<file path="src/rtl/fetch_unit_pkg.sv">
// Shared core definitions for the instruction-fetch front end.
// Widths, reset defaults and fixed instruction constants.
package fetch_unit_pkg;

  localparam int INSTR_W = 32;
  localparam int DEF_XLEN = 32;
  localparam logic [31:0] DEF_RESET_PC = 32'h0000_0000;
  localparam int PC_STEP = 4;
  localparam logic [INSTR_W-1:0] NOP_INSTR = 32'h0000_0013;

endpackage

</file>
<file path="src/rtl/fetch_fifo.sv">
// Synchronous prefetch FIFO holding {pc, instruction} entries.
// Flush empties it in one cycle; async active-high reset.
module fetch_fifo #(
  parameter int WIDTH = 64,
  parameter int DEPTH = 4
) (
  input  logic                         clk,
  input  logic                         rst,
  input  logic                         push,
  input  logic                         pop,
  input  logic                         flush,
  input  logic [WIDTH-1:0]             wdata,
  output logic [WIDTH-1:0]             rdata,
  output logic [$clog2(DEPTH+1)-1:0]   count
);

  localparam int AW = $clog2(DEPTH);
  localparam int CW = $clog2(DEPTH+1);
  localparam logic [CW-1:0] FULL = CW'(DEPTH);

  logic [WIDTH-1:0] mem [DEPTH];
  logic [AW-1:0]    wr_ptr;
  logic [AW-1:0]    rd_ptr;
  logic             wr_en;
  logic             rd_en;

  assign rd_en = pop && (count != '0);
  assign wr_en = push && (rd_en || count != FULL);
  assign rdata = mem[rd_ptr];

  // Pointer, occupancy and storage update; flush drops all entries
  always_ff @(posedge clk or posedge rst) begin
    if (rst) begin
      wr_ptr <= '0;
      rd_ptr <= '0;
      count  <= '0;
      for (int i = 0; i < DEPTH; i++) mem[i] <= '0;
    end else if (flush) begin
      wr_ptr <= '0;
      rd_ptr <= '0;
      count  <= '0;
    end else begin
      if (wr_en) begin
        mem[wr_ptr] <= wdata;
        wr_ptr      <= wr_ptr + 1'b1;
      end
      if (rd_en) rd_ptr <= rd_ptr + 1'b1;
      count <= count + CW'(wr_en) - CW'(rd_en);
    end
  end

endmodule

</file>
<file path="src/rtl/fetch_unit.sv">
// Decoupled instruction-fetch stage: credit-based request issue,
// in-order responses into a prefetch buffer, redirect with discard.
module fetch_unit
  import fetch_unit_pkg::*;
#(
  parameter int XLEN = DEF_XLEN,
  parameter int DEPTH = 4,
  parameter int MAX_OUTSTANDING = 2,
  parameter logic [XLEN-1:0] RESET_PC = XLEN'(DEF_RESET_PC)
) (
  input  logic               i_clk,
  input  logic               i_reset,
  input  logic               i_redirect_valid,
  input  logic [XLEN-1:0]    i_redirect_pc,
  output logic               o_imem_req_valid,
  input  logic               i_imem_req_ready,
  output logic [XLEN-1:0]    o_imem_req_addr,
  input  logic               i_imem_rsp_valid,
  input  logic [INSTR_W-1:0] i_imem_rsp_data,
  output logic               o_if_valid,
  input  logic               i_id_ready,
  output logic [INSTR_W-1:0] o_if_instruction,
  output logic [XLEN-1:0]    o_if_pc
);

  localparam int CW = $clog2(DEPTH+1);
  localparam int EW = XLEN + INSTR_W;
  localparam logic [CW-1:0]   MAX_OUT = CW'(MAX_OUTSTANDING);
  localparam logic [CW:0]     CAP = (CW+1)'(DEPTH);
  localparam logic [XLEN-1:0] STEP = XLEN'(PC_STEP);

  logic [XLEN-1:0] fetch_pc;
  logic [XLEN-1:0] rsp_pc;
  logic [XLEN-1:0] target;
  logic [CW-1:0]   count;
  logic [CW-1:0]   outstanding;
  logic [CW-1:0]   discard_cnt;
  logic [EW-1:0]   head;
  logic            credit;
  logic            req_fire;
  logic            rsp_take;
  logic            push;
  logic            pop;
  logic            unused_lo;

  assign unused_lo = &{1'b0, i_redirect_pc[1:0]};
  assign target = {i_redirect_pc[XLEN-1:2], 2'b00};

  // Buffer space is reserved at issue, so count+outstanding bounds depth
  assign credit = (outstanding < MAX_OUT) &&
                  (({1'b0, count} + {1'b0, outstanding}) < CAP);

  assign o_imem_req_valid = !i_reset && !i_redirect_valid && credit;
  assign o_imem_req_addr  = fetch_pc;
  assign req_fire = o_imem_req_valid && i_imem_req_ready;

  // Responses with nothing in flight are stale and ignored entirely
  assign rsp_take = i_imem_rsp_valid && (outstanding != '0);
  assign push = rsp_take && !i_redirect_valid && (discard_cnt == '0);

  assign o_if_valid = (count != '0) && !i_redirect_valid;
  assign pop = o_if_valid && i_id_ready;
  assign o_if_pc          = head[EW-1:INSTR_W];
  assign o_if_instruction = head[INSTR_W-1:0];

  // Request and response PC registers; redirect realigns both
  always_ff @(posedge i_clk or posedge i_reset) begin
    if (i_reset) begin
      fetch_pc <= RESET_PC;
      rsp_pc   <= RESET_PC;
    end else if (i_redirect_valid) begin
      fetch_pc <= target;
      rsp_pc   <= target;
    end else begin
      if (req_fire) fetch_pc <= fetch_pc + STEP;
      if (push) rsp_pc <= rsp_pc + STEP;
    end
  end

  // In-flight tracking and count of stale responses to drop
  always_ff @(posedge i_clk or posedge i_reset) begin
    if (i_reset) begin
      outstanding <= '0;
      discard_cnt <= '0;
    end else begin
      outstanding <= outstanding + CW'(req_fire) - CW'(rsp_take);
      if (i_redirect_valid)
        discard_cnt <= outstanding - CW'(rsp_take);
      else if (rsp_take && discard_cnt != '0)
        discard_cnt <= discard_cnt - 1'b1;
    end
  end

  fetch_fifo #(
    .WIDTH (EW),
    .DEPTH (DEPTH)
  ) u_fifo (
    .clk   (i_clk),
    .rst   (i_reset),
    .push  (push),
    .pop   (pop),
    .flush (i_redirect_valid),
    .wdata ({rsp_pc, i_imem_rsp_data}),
    .rdata (head),
    .count (count)
  );

endmodule

</file>
<file path="config.mk">
export PLATFORM = sky130hd
export DESIGN_NAME = fetch_unit
export DESIGN_NICKNAME = d
export VERILOG_FILES = /design/src/rtl/fetch_unit_pkg.sv /design/src/rtl/fetch_fifo.sv /design/src/rtl/fetch_unit.sv
export SDC_FILE = /design/constraint.sdc
export NUM_CORES = 1
export LEC_CHECK = 0
export ABC_CLOCK_PERIOD_IN_PS = 12200
export CORE_UTILIZATION = 50
export DETAILED_ROUTE_END_ITERATION = 10
export MAX_ROUTING_LAYER = met4
export PLACE_DENSITY = 0.72
export SETUP_SLACK_MARGIN = 0.2
export SLEW_MARGIN = 20
export SYNTH_ARGS = -nofsm -noshare
export SYNTH_HDL_FRONTEND = slang
export SYNTH_SLANG_ARGS = --single-unit
</file>
<file path="constraint.sdc">
create_clock -name i_clk -period 12.2 [get_ports i_clk]
set_input_delay 1.22 -clock i_clk [delete_from_list [all_inputs] [get_ports i_clk]]
set_output_delay 1.22 -clock i_clk [all_outputs]
set_load 0.02 [all_outputs]
</file>
# After elaboration in Yosys (flattened, before gate mapping)
# Cells that the tools add are included.
# Widths: inputs -> output; s select.
totals:
  regBits: 333
  in_bits: 70
  elab_cells: 74
op_classes:
  n_addsub: 11
  order_cmp: 5
  n_eq_ne: 1
  n_mux: 17
  bitwise_logic: 3
  reduce_logical: 26
op_table:
  columns: ["op", "count"]
  rows:
  - ["$bwmux 256", 1]
  - ["$mux 64", 3]
  - ["$bmux 64 s2", 1]
  - ["$demux 64 s2", 1]
  - ["$mux 32", 4]
  - ["$add 32x3->32 const B", 2]
  - ["$logic_and 1x1->1", 13]
  - ["$reduce_bool 2->1", 5]
  - ["$mux 3", 3]
  - ["$reduce_bool 3->1", 3]
  - ["$sub 3x1->3", 3]
  - ["$mux 2", 4]
  - ["$add 3x1->3", 2]
  - ["$ge 3x3->1 const B", 2]
  - ["$not 2->3", 2]
  - ["$add 2x1->2 const B", 2]
  - ["$add 3x3->4", 1]
  - ["$lt 4x3->1 const B", 1]
  - ["$logic_not 3->1", 1]
  - ["$lt 3x1->1 const B", 1]
  - ["$lt 3x2->1 const B", 1]
  - ["$ne 3x3->1 const B", 1]
  - ["$sub 3x1->3 const B", 1]
  - ["$logic_not 1->1", 2]
  - ["3 further kinds", 3]

# Logic depth before layout (Yosys ltp)
# Gate-level depths: netlist of the first run.
logic_depth:
  ltp_word: 9
  depth_mapped: 12
  ltp_nobuf: 11

# Hierarchy
# Synthesis of the first run repeated with hierarchy kept, for this count alone.
unflattened:
  cells_unflattened: 1090
  area_unflattened_um2: 16017.9
by_module_without_submodules:
  columns: ["mod", "instances", "cells_per_inst", "area_per_inst_um2"]
  rows:
  - ["fetch_fifo", 1, 663, 12079.1]
  - ["fetch_unit", 1, 427, 3938.8]

# Least setup slack after synthesis of the first run
# Ideal clock, no wire load.
synth_timing:
  path_kind: "in2out"
  from: "input i_redirect_valid"
  to: "output o_if_valid"
  arrival_time_ps: 2238
  slack_ps: 8742
  stages: 4
  path_buffers: 3
  cell_sequence: "clkbuf_1 > clkbuf_1 > clkbuf_1 > nor2_1"
synth_via:
  elab_chain_len: 2
synth_rtl:
  columns: ["element", "line_no", "text"]
  rows:
  - ["start, declared", "fetch_unit.sv:13", "input logic i_redirect_valid,"]
  - ["$logic_not 1->1", "fetch_unit.sv:61", "assign o_if_valid = (count != '0) && !i_redirect_valid;"]
  - ["$logic_and 1x1->1", "fetch_unit.sv:61", null]
  - ["end, declared", "fetch_unit.sv:20", "output logic o_if_valid,"]
# No other way between the ends.

# Worst setup path in the final report of the first run
layout_timing:
  from: "register u_fifo.rd_ptr[0]"
  to: "output o_if_pc[17]"
layout_via:
  elab_chain_len: 4
layout_rtl:
  columns: ["element", "line_no", "text"]
  rows:
  - ["start, declared", "fetch_fifo.sv:23", "logic [AW-1:0] rd_ptr;"]
  - ["start signal, assigned", "fetch_fifo.sv:47", "if (rd_en) rd_ptr <= rd_ptr + 1'b1;"]
  - ["$not 2->3 (not written as such)", "fetch_fifo.sv:29", "assign rdata = mem[rd_ptr];"]
  - ["$bmux 64 s2", "fetch_fifo.sv:29", null]
  - ["$mux 64 (not written as such) (2 in a row)", "fetch_fifo.sv:29", null]
  - ["end, declared", "fetch_unit.sv:23", "output logic [XLEN-1:0] o_if_pc"]
# No other way between the ends. The select of a mux whose other input is x is not followed.

==> key figures, run 1 <==
Global route
  • Initial antenna violation count: 0
  • Vias in the first global route: 10,060
  • First-pass GRT wire length: 54,260 microns
  • GRT Overall Usage: 22.67%
  • Pin count of the biggest net entering global routing: 119
  • Overflow after GRT: 0

Pwr
  • Int Power: 2.489 mW
  • NetSw: 1.093 mW
  • Clock power share: 29.9%
  • Logic gate share of total power: 30.7%
  • Net Sw Frac: 30.52%
  • Leak: 8.312 nW
  • VDD IR-drop max: 113.3 uV
  • PD cells: 197.0 nW/um^2
  • Seq pwr share: 39.4%

CTS
  • Total CTS buffers: 37
  • H-tree Lvls: 2
  • CTS Hold Bufs: 0
  • Clk root buf: clkbuf_16
  • Clock-pin slew on the worst setup and hold paths: 60 ps
  • CTS sink count: 321
  • PostCTS Resize Cnt: 0
  • TritonCTS clock tree: built
  • CTS Buffer Depth: 3
  • Clock latency at the later pin of the worst-skew pair: 510 ps
  • Post-CTS Setup Bufs: 0

Die
  • Core ar.: 29,800 sq um
  • Die width: 176.5 microns
  • FP Rows: 63
  • Initial Util: 51.07%
  • IO Pins: 168
  • Area of the die: 31,140 sq um
  • Die Y: 176.5 microns

Final layout
  • Commonest non-fill, non-tap cells in the layout: dfrtp_1 (319), mux2_1 (248), clkdlybuf4s50_1 (160), mux4_2 (62), nand2_1 (55)
  • Share of layout cells above drive strength 1: 12.88%
  • Inserted Diodes: 0
  • Area delta synth->final: 19.49%
  • Post-layout nets: 1,320
  • Commonest non-fill, non-tap cell in the layout: dfrtp_1
  • Layout Utilization: 61.03%

Critical path
  • CP endpoint kind: output pin
  • Crit start category: flop
  • Critical-path maximum fanout: 39
  • Worst-path cell chain: buf_4 -> mux4_2 -> clkdlybuf4s50_1
  • CP Depth: 3
  • Crit path DAT: 3270 ps
  • Cell family with most CP delay: buffers and inverters
  • Cells on worst reg2reg path: 10
  • WP data required: 10,980 ps
  • Setup CP Type: flop to output pin
  • Worst Path Buf+Inv: 2
  • Slowest-stage cell, CP: dfrtp_4
  • Max stage delay on crit path: 770 ps

Routing
  • Total routed wirelength: 32,470 microns
  • Drt pass-1 iters: 4
  • Drt drc: 0
  • Vias: 9,549
  • Drt wl/cell: 19.70 microns
  • DRT antenna net count: 0
  • Initial DRC Count: 564
  • Via density per instance: 5.794

STA
  • Final setup viols: 0
  • Tcrit/Tclk final: 36.84%
  • Highest Clock Rate: 222.5 MHz
  • Final setup TNS: 0 ps
  • RSZ-0062 raised after global routing: false
  • Max-slew violation count: 0
  • Normalized max-slew margin: 29.34%
  • Final hold viol count: 0
  • Tmin final: 4494 ps
  • Worst-Margin Slew: 1060 ps
  • Worst Skew: 14.50 ps

Synthesis
  • Share of the synthesized area in the top cell type: 52.78%
  • Asr flop ratio synth: 100.0%
  • Netlist cell types: 64
  • Flops & latches, synth: 321
  • Area of the mapped netlist: 15,220 sq um
  • Post-synth EDFFs: 0
  • Yosys top cell by area: dfrtp_1
  • Most used flip-flop cell after synthesis: dfrtp_1
  • Synth top area cells: dfrtp_1 (53%), mux2_1 (18%), mux4_2 (9.2%)
  • Total of warnings raised by yosys: 0
  • Mean Syn Cell Area: 14.00 sq um
  • Sequential fraction of the synthesis area: 52.78%
  • Mapped Cells: 1,087

Flow run
  • Maxcap violations: 0

Hold path
  • Hold path depth: 1
  • Min-delay worst type: flop to flop

Placed design
  • Hpwl dp: 20,210 microns
  • Gp weighted congestion: 0.8492
  • Number of buffers added on ports: 161

Status
  • Status: completed
[state kept, by name (all words and copies together) (netlist names)]
name	flops
u_fifo.mem	248
o_imem_req_addr	30
rsp_pc	30
discard_cnt	3
outstanding	3
u_fifo.count	3
u_fifo.rd_ptr	2
u_fifo.wr_ptr	2
[layer usage]
metal	part of all wire [%]	global-route usage, %
met1	46	32.50
met2	46	33.68
met3	4.9	2.885
met4	2.2	7.220
met5	0	-
[cells by family after synthesis]
kind of cell,after synthesis,synth area share [%]
compound gates,86,3.897
xor+xnor,33,1.899
fa+ha+maj,19,1.661
buf+inv,95,3.453
flops,321,52.78
mux,318,28.09
other cells,1,0.02464
simple gates,214,8.189
[final cells by class]
type / count / area, sq um
Fill cell: 2357 / 11610
Sequential cell: 321 / 8038
Multi-Input combinational cell: 674 / 6671
Timing Repair Buffer: 171 / 1682
Clock buffer: 56 / 1100
Tap cell: 390 / 488.0
Inverter: 26 / 121.4
Clock inverter: 10 / 85.08
[worst paths after layout]
check | from | endpoint | slack, ps
max reg2reg | u_fifo.count[1] | outstanding[2] | 9140
min | u_fifo.mem[124] | u_fifo.mem[124] | 480
max in group asynchronous | i_reset | u_fifo.mem[146] | 9360
max | u_fifo.rd_ptr[0] | o_if_pc[17] | 7710
min in group asynchronous | i_reset | u_fifo.count[2] | 1290
min reg2reg | u_fifo.mem[124] | u_fifo.mem[124] | 480
[through the flow]
stage / hold slack (ps) / instance area (sq um) / power, mW / cells / worst slack, ps
after global placement: 467.9 / 17000 / 2.515 / 1582 / 8126
after floorplan: 458.7 / 15230 / 2.092 / 1090 / 2095
after detailed placement: 475.5 / 17000 / 2.546 / 1582 / 8129
final: 485.0 / 18180 / 3.582 / 1648 / 7706
after CTS: 489.0 / 18180 / 3.629 / 1648 / 7579
after global routing: 492.5 / 18180 / 3.770 / 1648 / 7478
[power by group through the flow]
stage,Sequential (mW),Clock [mW],Combinational [mW]
after global routing,1.44,1.14,1.19
after floorplan,1.37,0,0.723
after detailed placement,1.43,0,1.12
after global placement,1.42,0,1.10
after CTS,1.41,1.10,1.12
final,1.41,1.07,1.10
[cell usage after synthesis (9+ instances only)]
master    number
buf_2         13
nor3_1        11
xnor2_1       16
mux4_2        62
o21ai_0       14
nand3_1       41
o311ai_0      12
o21ai_1       11
a21oi_1        9
buf_4         31
ha_1          17
mux2_1       248
o211ai_1      17
clkbuf_1      19
dfrtp_1      321
xor2_1        17
nand4_1       23
inv_1         22
nor2_1        31
nand2_1       55
[worst reg2reg max path, stage by stage, from the launching register on]
cell	delay [ps]
dfrtp_1	460
ha_1	330
a311oi_1	330
and3_2	470
inv_2	270
ha_1	340
inv_1	50
ha_1	120
inv_1	50
fa_1	370
xor2_1	160
No activity file was read; power rests on OpenSTA's default activity.
==> run 2, diff against run 1 <==
Settings changed: ABC_CLOCK_PERIOD_IN_PS 12200 to 4700.
Clock period 12.2 ns to 4.7 ns, I/O delays scaled along.
==> run 2 against run 1 <==
Effect of this change:
- routed wire length about the same
- register-to-register slack worse by 7500 ps
- clock power grew to 2.8 times the previous value
- sequential share of layout area decreased by 0.26 points
- global-route usage fell by 0.39 points
- die area stayed put
==> key figures, run 2 (synthesis gave the netlist of run 1 again) <==
Final layout
  • Final std cells w/o fill: 1,643 (-0.30%)
  • Share of layout cells above drive strength 1: 12.93% (+0.051 points)
  • Fillers: 2,288 (-2.9%)
  • Sequential cell area: 8038 sq um (unchanged)
  • Largest register FFs: 248 (unchanged)
  • Post-layout nets: 1,318 (-0.15%)
  • Area delta synth->final: 20.20%
  • Reg with most FFs: u_fifo.mem
  • Layout Utilization: 61.39% (+0.36 points)
  • Inserted Diodes: 0 (unchanged)
  • Commonest non-fill, non-tap cell in the layout: dfrtp_1
  • Commonest non-fill, non-tap cells in the layout: dfrtp_1 (319), mux2_1 (248), clkdlybuf4s50_1 (160), mux4_2 (62), nand2_1 (55)
  • Post-route cell area: 18,290 sq um (+0.59%)
  • Multi-input logic area: 6671 sq um (unchanged)

STA
  • Worst-Margin Slew: 1065 ps (+4.953 ps)
  • Final setup viols: 0 (unchanged)
  • Max-slew violation count: 0 (unchanged)
  • Normalized max-slew margin: 29.01% (-0.33 points)
  • Tmin final: 3424 ps
  • Highest Clock Rate: 292.0 MHz
  • Worst Skew: 10.91 ps (-3.583 ps)
  • Tcrit/Tclk final: 72.86%
  • RSZ-0062 raised after global routing: false
  • Final hold viol count: 0 (unchanged)
  • Setup ws final: 1276 ps (-6430 ps)
  • Worst hold slack: 322.8 ps (-162.2 ps)
  • Final setup TNS: 0 ps (unchanged)

Critical path
  • Cells on worst reg2reg path: 10 (unchanged)
  • WP data required: 4230 ps (-6750 ps)
  • Slowest-stage cell, CP: dfrtp_4
  • FF-to-FF Start: u_fifo.count[1]
  • Reg2reg setup slack: 1610 ps (-7530 ps)
  • Crit path DAT: 2950 ps (-320 ps)
  • Max stage delay on crit path: 900 ps (+130 ps)
  • Worst-path cell chain: buf_12 -> mux4_2 -> clkdlybuf4s50_1
  • Critical-path maximum fanout: 34 (-13%)
  • Crit start category: flop
  • Reg2reg end: outstanding[2]
  • CP startpoint: u_fifo.rd_ptr[0]
  • CP endpoint kind: output pin
  • Setup CP Type: flop to output pin

Routing
  • Drt wl/cell: 19.75 microns (+0.21%)
  • DRT antenna net count: 0 (unchanged)
  • Via density per instance: 5.803 (+0.15%)
  • Initial DRC Count: 565 (+0.18%)
  • Drt drc: 0 (unchanged)
  • Vias: 9,534 (-0.16%)
  • Drt pass-1 iters: 8 (+4)
  • Total routed wirelength: 32,440 microns (about the same)

CTS
  • CTS sink count: 321 (unchanged)
  • Clock-pin slew on the worst setup and hold paths: 60 ps (about the same)
  • TritonCTS clock tree: built
  • CTS Buffer Depth: 3 (unchanged)
  • Total CTS buffers: 37 (unchanged)
  • Post-CTS Setup Bufs: 0 (unchanged)
  • PostCTS Resize Cnt: 0 (unchanged)
  • Clk root buf: clkbuf_16
  • Clock latency at the later pin of the worst-skew pair: 510 ps (about the same)
  • CTS Hold Bufs: 0 (unchanged)
  • H-tree Lvls: 2 (unchanged)

Die
  • Core ar.: 29,800 sq um (unchanged)
  • Die width: 176.5 microns (unchanged)
  • IO Pins: 168 (unchanged)
  • Area of the die: 31,140 sq um (unchanged)
  • FP Rows: 63 (unchanged)
  • Die Y: 176.5 microns (unchanged)
  • Initial Util: 51.07% (unchanged)

Global route
  • Pin count of the biggest net entering global routing: 110 (-7.6%)
  • Overflow after GRT: 0 (unchanged)
  • Vias in the first global route: 9,814 (-2.4%)
  • GRT Overall Usage: 22.28% (-0.39 points)
  • Initial antenna violation count: 0 (unchanged)
  • First-pass GRT wire length: 53,250 microns (-1.9%)

Placed design
  • Pre-CTS worst setup slack: 1442 ps (-6687 ps)
  • Total placed cells including tap cells: 1,580 (-0.13%)
  • Number of buffers added on ports: 161 (unchanged)
  • Hpwl dp: 20,360 microns (+0.73%)
  • Placed cell area: 17,030 sq um (+0.18%)
  • Gp weighted congestion: 0.8552 (+0.71%)

Pwr
  • Pwr Total: 9.505 mW (+170%)
  • PD cells: 519.6 nW/um^2 (+160%)
  • Leak: 8.346 nW (+0.40%)
  • VDD IR-drop max: 201.5 uV (+78%)

Status
  • Status: completed

Hold path
  • Hold Path End: u_fifo.rd_ptr[1]
  • Hold Path Origin: i_redirect_valid
  • Min-delay worst type: primary input to flop
  • Hold path depth: 2 (+1)

Flow run
  • Maxcap violations: 0 (unchanged)
==> run 2: changes by cell type in the layout (fill, tap and decap cells not counted) <==
cell	previous run	this run
buf_12	0	4
clkinvlp_4	1	4
clkbuf_16	39	37
bufinv_16	1	7
inv_6	1	0
clkbuf_1	11	6
inv_8	1	0
buf_4	10	4
clkbuf_8	6	3
==> run 2: how the worst max path moves through the flow <==
stage | depth (start not counted) | endpoint
final | 3 | o_if_pc[17]
after global routing | 3 | o_if_pc[12]
after CTS | 3 | o_if_pc[17]
after detailed placement | 10 | outstanding[2]
after global placement | 10 | outstanding[2]
after floorplan | 1 | discard_cnt[0]
==> run 2: final cells by class <==
| class | count | area share [%] |
|---|---|---|
| Sequential cell | 321 | 43.94 |
| Multi-Input combinational cell | 674 | 36.47 |
| Timing Repair Buffer | 169 | 9.384 |
| Clock buffer | 46 | 5.410 |
| Tap cell | 390 | 2.668 |
| Clock inverter | 17 | 1.484 |
| Inverter | 26 | 0.6430 |
==> run 2: metal layers <==
metal	GRT usage [%]	wire length [microns]	vias up	share of wire (%)
met2	34.65	15360	261	47
met4	4.993	568	0	1.8
met1	31.20	14880	4919	46
met5	-	0	-	0
met3	3.187	1638	53	5.0
li1	-	-	4301	-
==> run 2: where the power goes <==
group	leakage [nW]	switching [mW]	internal, mW
Combinational	3.51	1.30	1.54
Clock	0.612	1.10	1.88
Sequential	4.23	0.427	3.26
==> run 2: worst max-delay path: cells and delay by family (launching register included) <==
family	cells	cell delay, ps
multiplexers	1	590
flip-flops	1	900
buffers and inverters	2	940
